### src/rtl/cnn_pkg.sv
// Shared types and helpers for the CNN partial-sum path.
// Holds the packer FSM state type and the lane-index width helper.
// No logic; imported by the packer and its lane counter.
package cnn_pkg;

    typedef enum logic {
        FILL = 1'b0,
        HOLD = 1'b1
    } packer_state_t;

    // Bits needed to index num_sum lanes (never less than one).
    function automatic int idx_width(input int num_sum);
        return (num_sum < 2) ? 1 : $clog2(num_sum);
    endfunction

endpackage

### src/rtl/psum_packer_if.sv
// Handshake bundle between the word stream, the packer and the adder tree.
// Carries in_last only when PSUM_PACKER_ZERO_PAD_EN is defined.
// slave = packer side, master = environment (producer + consumer) side.
interface psum_packer_if #(
    parameter int NUM_SUM    = 8,
    parameter int DATA_WIDTH = 16
);
    localparam int CW = $clog2(NUM_SUM + 1);

    logic                           in_valid;
    logic                           in_ready;
    logic [DATA_WIDTH-1:0]          in_data;
`ifdef PSUM_PACKER_ZERO_PAD_EN
    logic                           in_last;
`endif
    logic                           out_valid;
    logic                           out_ready;
    logic [NUM_SUM*DATA_WIDTH-1:0]  out_data;
    logic [CW-1:0]                  out_count;

`ifdef PSUM_PACKER_ZERO_PAD_EN
    modport master (output in_valid, in_data, in_last, out_ready,
                    input  in_ready, out_valid, out_data, out_count);
    modport slave  (input  in_valid, in_data, in_last, out_ready,
                    output in_ready, out_valid, out_data, out_count);
`else
    modport master (output in_valid, in_data, out_ready,
                    input  in_ready, out_valid, out_data, out_count);
    modport slave  (input  in_valid, in_data, out_ready,
                    output in_ready, out_valid, out_data, out_count);
`endif

endinterface

### src/rtl/psum_packer_lane_counter.sv
// Mod-N lane index counter with sync clear, increment enable and terminal count.
// Latency: count updates on the edge after inc/clear; tc is combinational from count.
// No backpressure of its own; the packer gates inc with its accept strobe.
module lane_counter
    import cnn_pkg::*;
#(
    parameter int N = 8,
    parameter int W = idx_width(N)
) (
    input  logic         clk,
    input  logic         reset,
    input  logic         clear,
    input  logic         inc,
    output logic [W-1:0] count,
    output logic         tc
);

    assign tc = (count == W'(N - 1));

    // Clear wins over increment; increment wraps at N-1.
    always_ff @(posedge clk) begin
        if (reset || clear) begin
            count <= '0;
        end else if (inc) begin
            count <= tc ? '0 : count + W'(1);
        end
    end

endmodule

### src/rtl/psum_packer.sv
// Packs NUM_SUM consecutive words into one lane vector (word k -> lane k); optional
// short groups via in_last when PSUM_PACKER_ZERO_PAD_EN is defined.
// Latency: out_valid one cycle after the closing accept. Backpressure: in HOLD in_ready = out_ready.
module psum_packer
    import cnn_pkg::*;
#(
    parameter int NUM_SUM    = 8,
    parameter int DATA_WIDTH = 16
) (
    input  logic           clk,
    input  logic           reset,
    psum_packer_if.slave   bus
);

    localparam int IW = idx_width(NUM_SUM);
    localparam int CW = $clog2(NUM_SUM + 1);

    packer_state_t                          state;
    logic [NUM_SUM-1:0][DATA_WIDTH-1:0]     lanes;
    logic [CW-1:0]                          count_q;
    logic                                   valid_q;
    logic [IW-1:0]                          idx;
    logic                                   idx_tc;
    logic                                   accept;
    logic                                   drain;
    logic                                   last;
    logic                                   close;

    // in_ready depends only on state and out_ready, never on in_valid.
    assign bus.in_ready = (state == FILL) || bus.out_ready;
    assign accept       = bus.in_valid && bus.in_ready;
    assign drain        = valid_q && bus.out_ready;

`ifdef PSUM_PACKER_ZERO_PAD_EN
    assign last = bus.in_last;
`else
    assign last = 1'b0;
`endif

    // A group closes on the last lane, or early on in_last.
    assign close = accept && (idx_tc || last);

    lane_counter #(
        .N (NUM_SUM),
        .W (IW)
    ) u_lane_counter (
        .clk   (clk),
        .reset (reset),
        .clear (accept && last),
        .inc   (accept),
        .count (idx),
        .tc    (idx_tc)
    );

    // FILL/HOLD sequencing; the lane buffer doubles as the registered out_data.
    always_ff @(posedge clk) begin
        if (reset) begin
            state   <= FILL;
            valid_q <= 1'b0;
            count_q <= '0;
            lanes   <= '0;
        end else begin
            case (state)
                FILL: begin
                    if (accept) begin
                        lanes[idx] <= bus.in_data;
                        if (close) begin
                            state   <= HOLD;
                            valid_q <= 1'b1;
                            count_q <= CW'(idx) + CW'(1);
                        end
                    end
                end
                HOLD: begin
                    if (drain) begin
                        // Cleared lanes give the zero padding for short groups.
                        lanes <= '0;
                        if (accept) begin
                            lanes[0] <= bus.in_data;
                        end
                        if (close) begin
                            count_q <= CW'(1);
                        end else begin
                            state   <= FILL;
                            valid_q <= 1'b0;
                            count_q <= '0;
                        end
                    end
                end
                default: begin
                    state   <= FILL;
                    valid_q <= 1'b0;
                    count_q <= '0;
                end
            endcase
        end
    end

    assign bus.out_valid = valid_q;
    assign bus.out_data  = lanes;
    assign bus.out_count = count_q;

endmodule

### src/flat_wrapper.sv
// flat-port wrapper written by rule: the top's interface ports become plain ports
module psum_packer_flat import cnn_pkg::*;
#(
    parameter int NUM_SUM    = 8,
    parameter int DATA_WIDTH = 16
)
  (clk, reset, bus_in_valid, bus_in_data, bus_out_ready, bus_in_ready, bus_out_valid, bus_out_data, bus_out_count);
  psum_packer_if #(.NUM_SUM(NUM_SUM), .DATA_WIDTH(DATA_WIDTH)) bus_i ();
  input  logic clk;
  input  logic reset;
  input wire logic [$bits(bus_i.in_valid)-1:0] bus_in_valid;
  input wire logic [$bits(bus_i.in_data)-1:0] bus_in_data;
  input wire logic [$bits(bus_i.out_ready)-1:0] bus_out_ready;
  output wire logic [$bits(bus_i.in_ready)-1:0] bus_in_ready;
  output wire logic [$bits(bus_i.out_valid)-1:0] bus_out_valid;
  output wire logic [$bits(bus_i.out_data)-1:0] bus_out_data;
  output wire logic [$bits(bus_i.out_count)-1:0] bus_out_count;
  assign bus_i.in_valid = bus_in_valid;
  assign bus_i.in_data = bus_in_data;
  assign bus_i.out_ready = bus_out_ready;
  assign bus_in_ready = bus_i.in_ready;
  assign bus_out_valid = bus_i.out_valid;
  assign bus_out_data = bus_i.out_data;
  assign bus_out_count = bus_i.out_count;
  psum_packer #(.NUM_SUM(NUM_SUM), .DATA_WIDTH(DATA_WIDTH)) u_core (.clk(clk), .reset(reset), .bus(bus_i));
endmodule
### config.mk
export PLATFORM = sky130hd
export DESIGN_NAME = psum_packer_flat
export DESIGN_NICKNAME = d
export VERILOG_FILES = /design/src/rtl/cnn_pkg.sv /design/src/rtl/psum_packer_if.sv /design/src/rtl/psum_packer_lane_counter.sv /design/src/rtl/psum_packer.sv /design/src/flat_wrapper.sv
export SDC_FILE = /design/constraint.sdc
export NUM_CORES = 1
export LEC_CHECK = 0
export ABC_AREA = 1
export CORE_ASPECT_RATIO = 0.75
export CORE_MARGIN = 2
export CORE_UTILIZATION = 50
export CTS_BUF_LIST = sky130_fd_sc_hd__clkbuf_4 sky130_fd_sc_hd__clkbuf_8
export DETAILED_ROUTE_END_ITERATION = 16
export GPL_TIMING_DRIVEN = 0
export PLACE_DENSITY = 0.91
export SYNTH_ARGS = -nofsm -noshare
export SYNTH_HDL_FRONTEND = slang
export SYNTH_HIERARCHICAL = 1
export SYNTH_SLANG_ARGS = --single-unit
### constraint.sdc
create_clock -name clk -period 3 [get_ports clk]
set_input_delay 0.6 -clock clk [delete_from_list [all_inputs] [get_ports clk]]
set_output_delay 0.6 -clock clk [all_outputs]
set_load 0.01 [all_outputs]
==> flow_metrics.env <==
export IMPL_slew_viol_final=0
export IMPL_die_area_um2=11500
export IMPL_grt_max_degree=17
export IMPL_worstPathRequired_ns=2.40
export IMPL_clk_transition_reported_paths_ns=0.07
export IMPL_hpwlAfterDp_um=11300
export IMPL_synth_top_area_share_pct=51.4
export IMPL_holdPathEnd="u_core/bus.out_data[121]"
export IMPL_fin_crit_sh_pct=79.0
export IMPL_clockRootBuffer="clkbuf_8"
export IMPL_rows=32
export IMPL_arrival_ns=1.77
export IMPL_finalClockSkew_ns=0.00727
export IMPL_clkLatencyLatePin_ns=0.43
export IMPL_synth_edf_count=0
export IMPL_final_cell_count_no_fill=1051
export IMPL_gp_congestion=0.912
export IMPL_grt_pass1_wl_um=25100
export IMPL_async_flop_share_pct=0
export IMPL_hp_start="u_core/bus.out_data[121]"
export IMPL_track_usage_pct=28.8
export IMPL_tns_ns=0
export IMPL_cts_sinks=137
export IMPL_critPathBufInv=3
export IMPL_fillCellCount=818
export IMPL_postCtsResizedCells=0
export IMPL_ys_top_cells_by_area="dfxtp_1 51%, nand2_1 20%, a21oi_1 11%"
export IMPL_ctsHoldBuffers=0
export IMPL_postCtsSetupBuffers=0
export IMPL_postLayoutCellArea_um2=7430
export IMPL_setup_viol=0
export IMPL_syn_to_final_growth_pct=39.4
export IMPL_antenna_left=0
export IMPL_synthCells=734
export IMPL_criticalPathCategory="in -> out"
export IMPL_htreeDepth=4
export IMPL_syn_avg_cell_area_um2=7.27
export IMPL_power_density_nw_per_um2=501
export IMPL_yosysMostFrequentCell="nand2_1"
export IMPL_fp_dieH_um=93.4
export IMPL_final_hold_viol_count=0
export IMPL_worstPathCellList="clkdlybuf4s50_1, inv_1, nand2_1, clkdlybuf4s50_1"
export IMPL_placedCellCount=1023
export IMPL_vias_per_cell=5.23
export IMPL_tightest_slew_ns=0.939
export IMPL_post_route_util_pct=72.0
export IMPL_yosys_cell_types_count=20
export IMPL_portBuffers=153
export IMPL_relSlewSlack_pct=37.2
export IMPL_crit_fanout=4
export IMPL_yosysTopAreaCell="dfxtp_1"
export IMPL_regToRegEndpoint="u_core/bus.out_count[3]"
export IMPL_drc_errors=0
export IMPL_totalWireLength_um=16400
export IMPL_p_sw_mw=0.863
export IMPL_worstReg2RegStart="u_core/state"
export IMPL_startpoint_type="primary input"
export IMPL_grt_ovfl_total=0
export IMPL_yosys_warnings=6
export IMPL_period_needed_ns=2.37
export IMPL_clkPwrFrac_pct=40.8
export IMPL_io_pins=154
export IMPL_antenna_found_initial=0
export IMPL_tritoncts="done"
export IMPL_syn_num_nets=758
export IMPL_end_kind="output pin"
export IMPL_worst_path_max_delay_cell="clkdlybuf4s50_1"
export IMPL_layout_nets=930
export IMPL_ys_seq_area_share_pct=51.4
export IMPL_grt_pass1_vias=4874
export IMPL_place_area_um2=7030
export IMPL_first_pass_iters=7
export IMPL_irDropWorstVdd_mv=0.339
export IMPL_internal_power_mw=2.86
export IMPL_layout_drive_gt1_share_pct=6.23
export IMPL_core_area_um2=10300
export IMPL_rsz0062_at_grt="false"
export IMPL_p_seq_share_pct=50.4
export IMPL_status="complete, no violations"
export IMPL_ys_top_cells_by_count="291 x nand2_1, 137 x dfxtp_1, 120 x a21oi_1, 62 x nor2_1, 50 x inv_1"
export IMPL_die_w_um=123
export IMPL_routedWlPerCell_um=15.6
export IMPL_whs_path_depth=2
export IMPL_hp_class="reg -> reg"
export IMPL_cts_max_path_buffers=2
export IMPL_numCtsBuffers=17
export IMPL_p_leak_nw=2.82
export IMPL_slowest_delay_ns=0.53
export IMPL_path_delay_family="buffers and inverters"
export IMPL_drtIter0Drc=607
export IMPL_antenna_cells=0
export IMPL_drv_cap=0
export IMPL_via_count=5501
export IMPL_worst_r2r_path_depth=9
export IMPL_syn_area_um2=5330
export IMPL_fmax_ghz=0.422
export IMPL_r2r_slack_ns=0.94
export IMPL_switching_share_pct=23.2
export IMPL_critPathMostFrequentCell="clkdlybuf4s50_1"
export IMPL_comb_power_share_pct=8.9
export IMPL_ys_flop_type="dfxtp_1"
export IMPL_synth_seq_cells=137
export IMPL_start_util_pct=51.6
==> final cells by class <==
type	instances	area (um^2)	area share [%]
plain buffers	36	176	2.37
clock buffers	26	339	4.56
clock inverters	2	60.1	0.808
inverters	51	191	2.58
multi-input cells	510	2220	29.9
flip-flops and latches	137	2740	36.9
well taps	136	170	2.29
repair buffers	153	1530	20.6
==> how the worst max path moves through the flow <==
stage,slack [ns],to,from,cells past startpoint
after CTS,0.63,bus_in_ready,bus_out_ready,4
after floorplan,1.13,u_core/bus.out_count[3],bus_out_ready,8
after global routing,0.39,u_core/bus.out_count[3],bus_out_ready,9
after detailed placement,0.29,u_core/bus.out_count[2],bus_in_valid,8
final,0.63,bus_in_ready,bus_out_ready,4
after global placement,0.27,u_core/bus.out_count[3],bus_in_valid,8
==> placed cells by master (no fill, tap or decap) <==
master	count
a21boi_0	1
a21o_1	1
a21oi_1	120
a21oi_2	1
buf_2	6
buf_4	7
buf_6	1
bufinv_16	2
clkbuf_1	22
clkbuf_4	3
clkbuf_8	23
clkdlybuf4s50_1	153
clkinv_1	1
conb_1	1
dfxtp_1	137
ha_1	4
inv_1	50
nand2_1	291
nand2_2	3
nand3_1	12
nand4_1	1
nor2_1	62
nor2_4	11
o21ai_0	2
==> layer usage <==
metal	GRT usage (%)	wire length [um]
met1	39.2	6880
met5	0	0
met2	42.8	7200
met4	12.1	412
met3	7.80	1910
==> worst register-to-register path, delay by kind of cell, from the launching register on <==
| family | cells | cell delay [ns] |
|---|---|---|
| AO/OA/AOI/OAI | 1 | 0.61 |
| AND/OR/NAND/NOR | 5 | 0.61 |
| buffers and inverters | 2 | 0.24 |
| adder cells (fa/ha/maj) | 1 | 0.25 |
| flip-flops | 1 | 0.30 |
==> flip-flops by register name, summed over array words and instances, names as in the netlist <==
signal and cells:
u_core/bus.out_data 128, u_core/bus.out_count 4, u_core/u_lane_counter/count 3, u_core/bus.out_valid 1
u_core/state 1
==> cell families (layout without fill, tap and decap cells) <==
group | Yosys count | count (layout) | share of synthesized area [%]
DFF | 137 | 137 | 51.4
AOI/OAI and AO/OA | 125 | 125 | 11.9
and+or+nand+nor | 380 | 380 | 28.8
buffers and inverters | 87 | 268 | 6.90
adders and majority gates | 4 | 4 | 0.939
other | 1 | 1 | 0.0703
==> metrics by stage <==
step / hold slack, ns / total power [mW] / setup slack, ns
floorplan: 0.483 / 2.08 / 1.13
global placement: 0.447 / 2.23 / 0.272
detailed placement: 0.451 / 2.24 / 0.290
CTS: 0.462 / 3.73 / 0.630
global route: 0.472 / 3.87 / 0.393
finish: 0.460 / 3.73 / 0.629
==> power by group through the flow <==
stage               clock network [mW]  registers, mW  logic, mW
CTS                               1.53           1.88      0.325
detailed placement                   0           1.92      0.321
floorplan                            0           1.93      0.156
global route                      1.63           1.88      0.356
finish                            1.52           1.88      0.331
global placement                     0           1.92      0.316
Power figures use the tool's default switching activity.
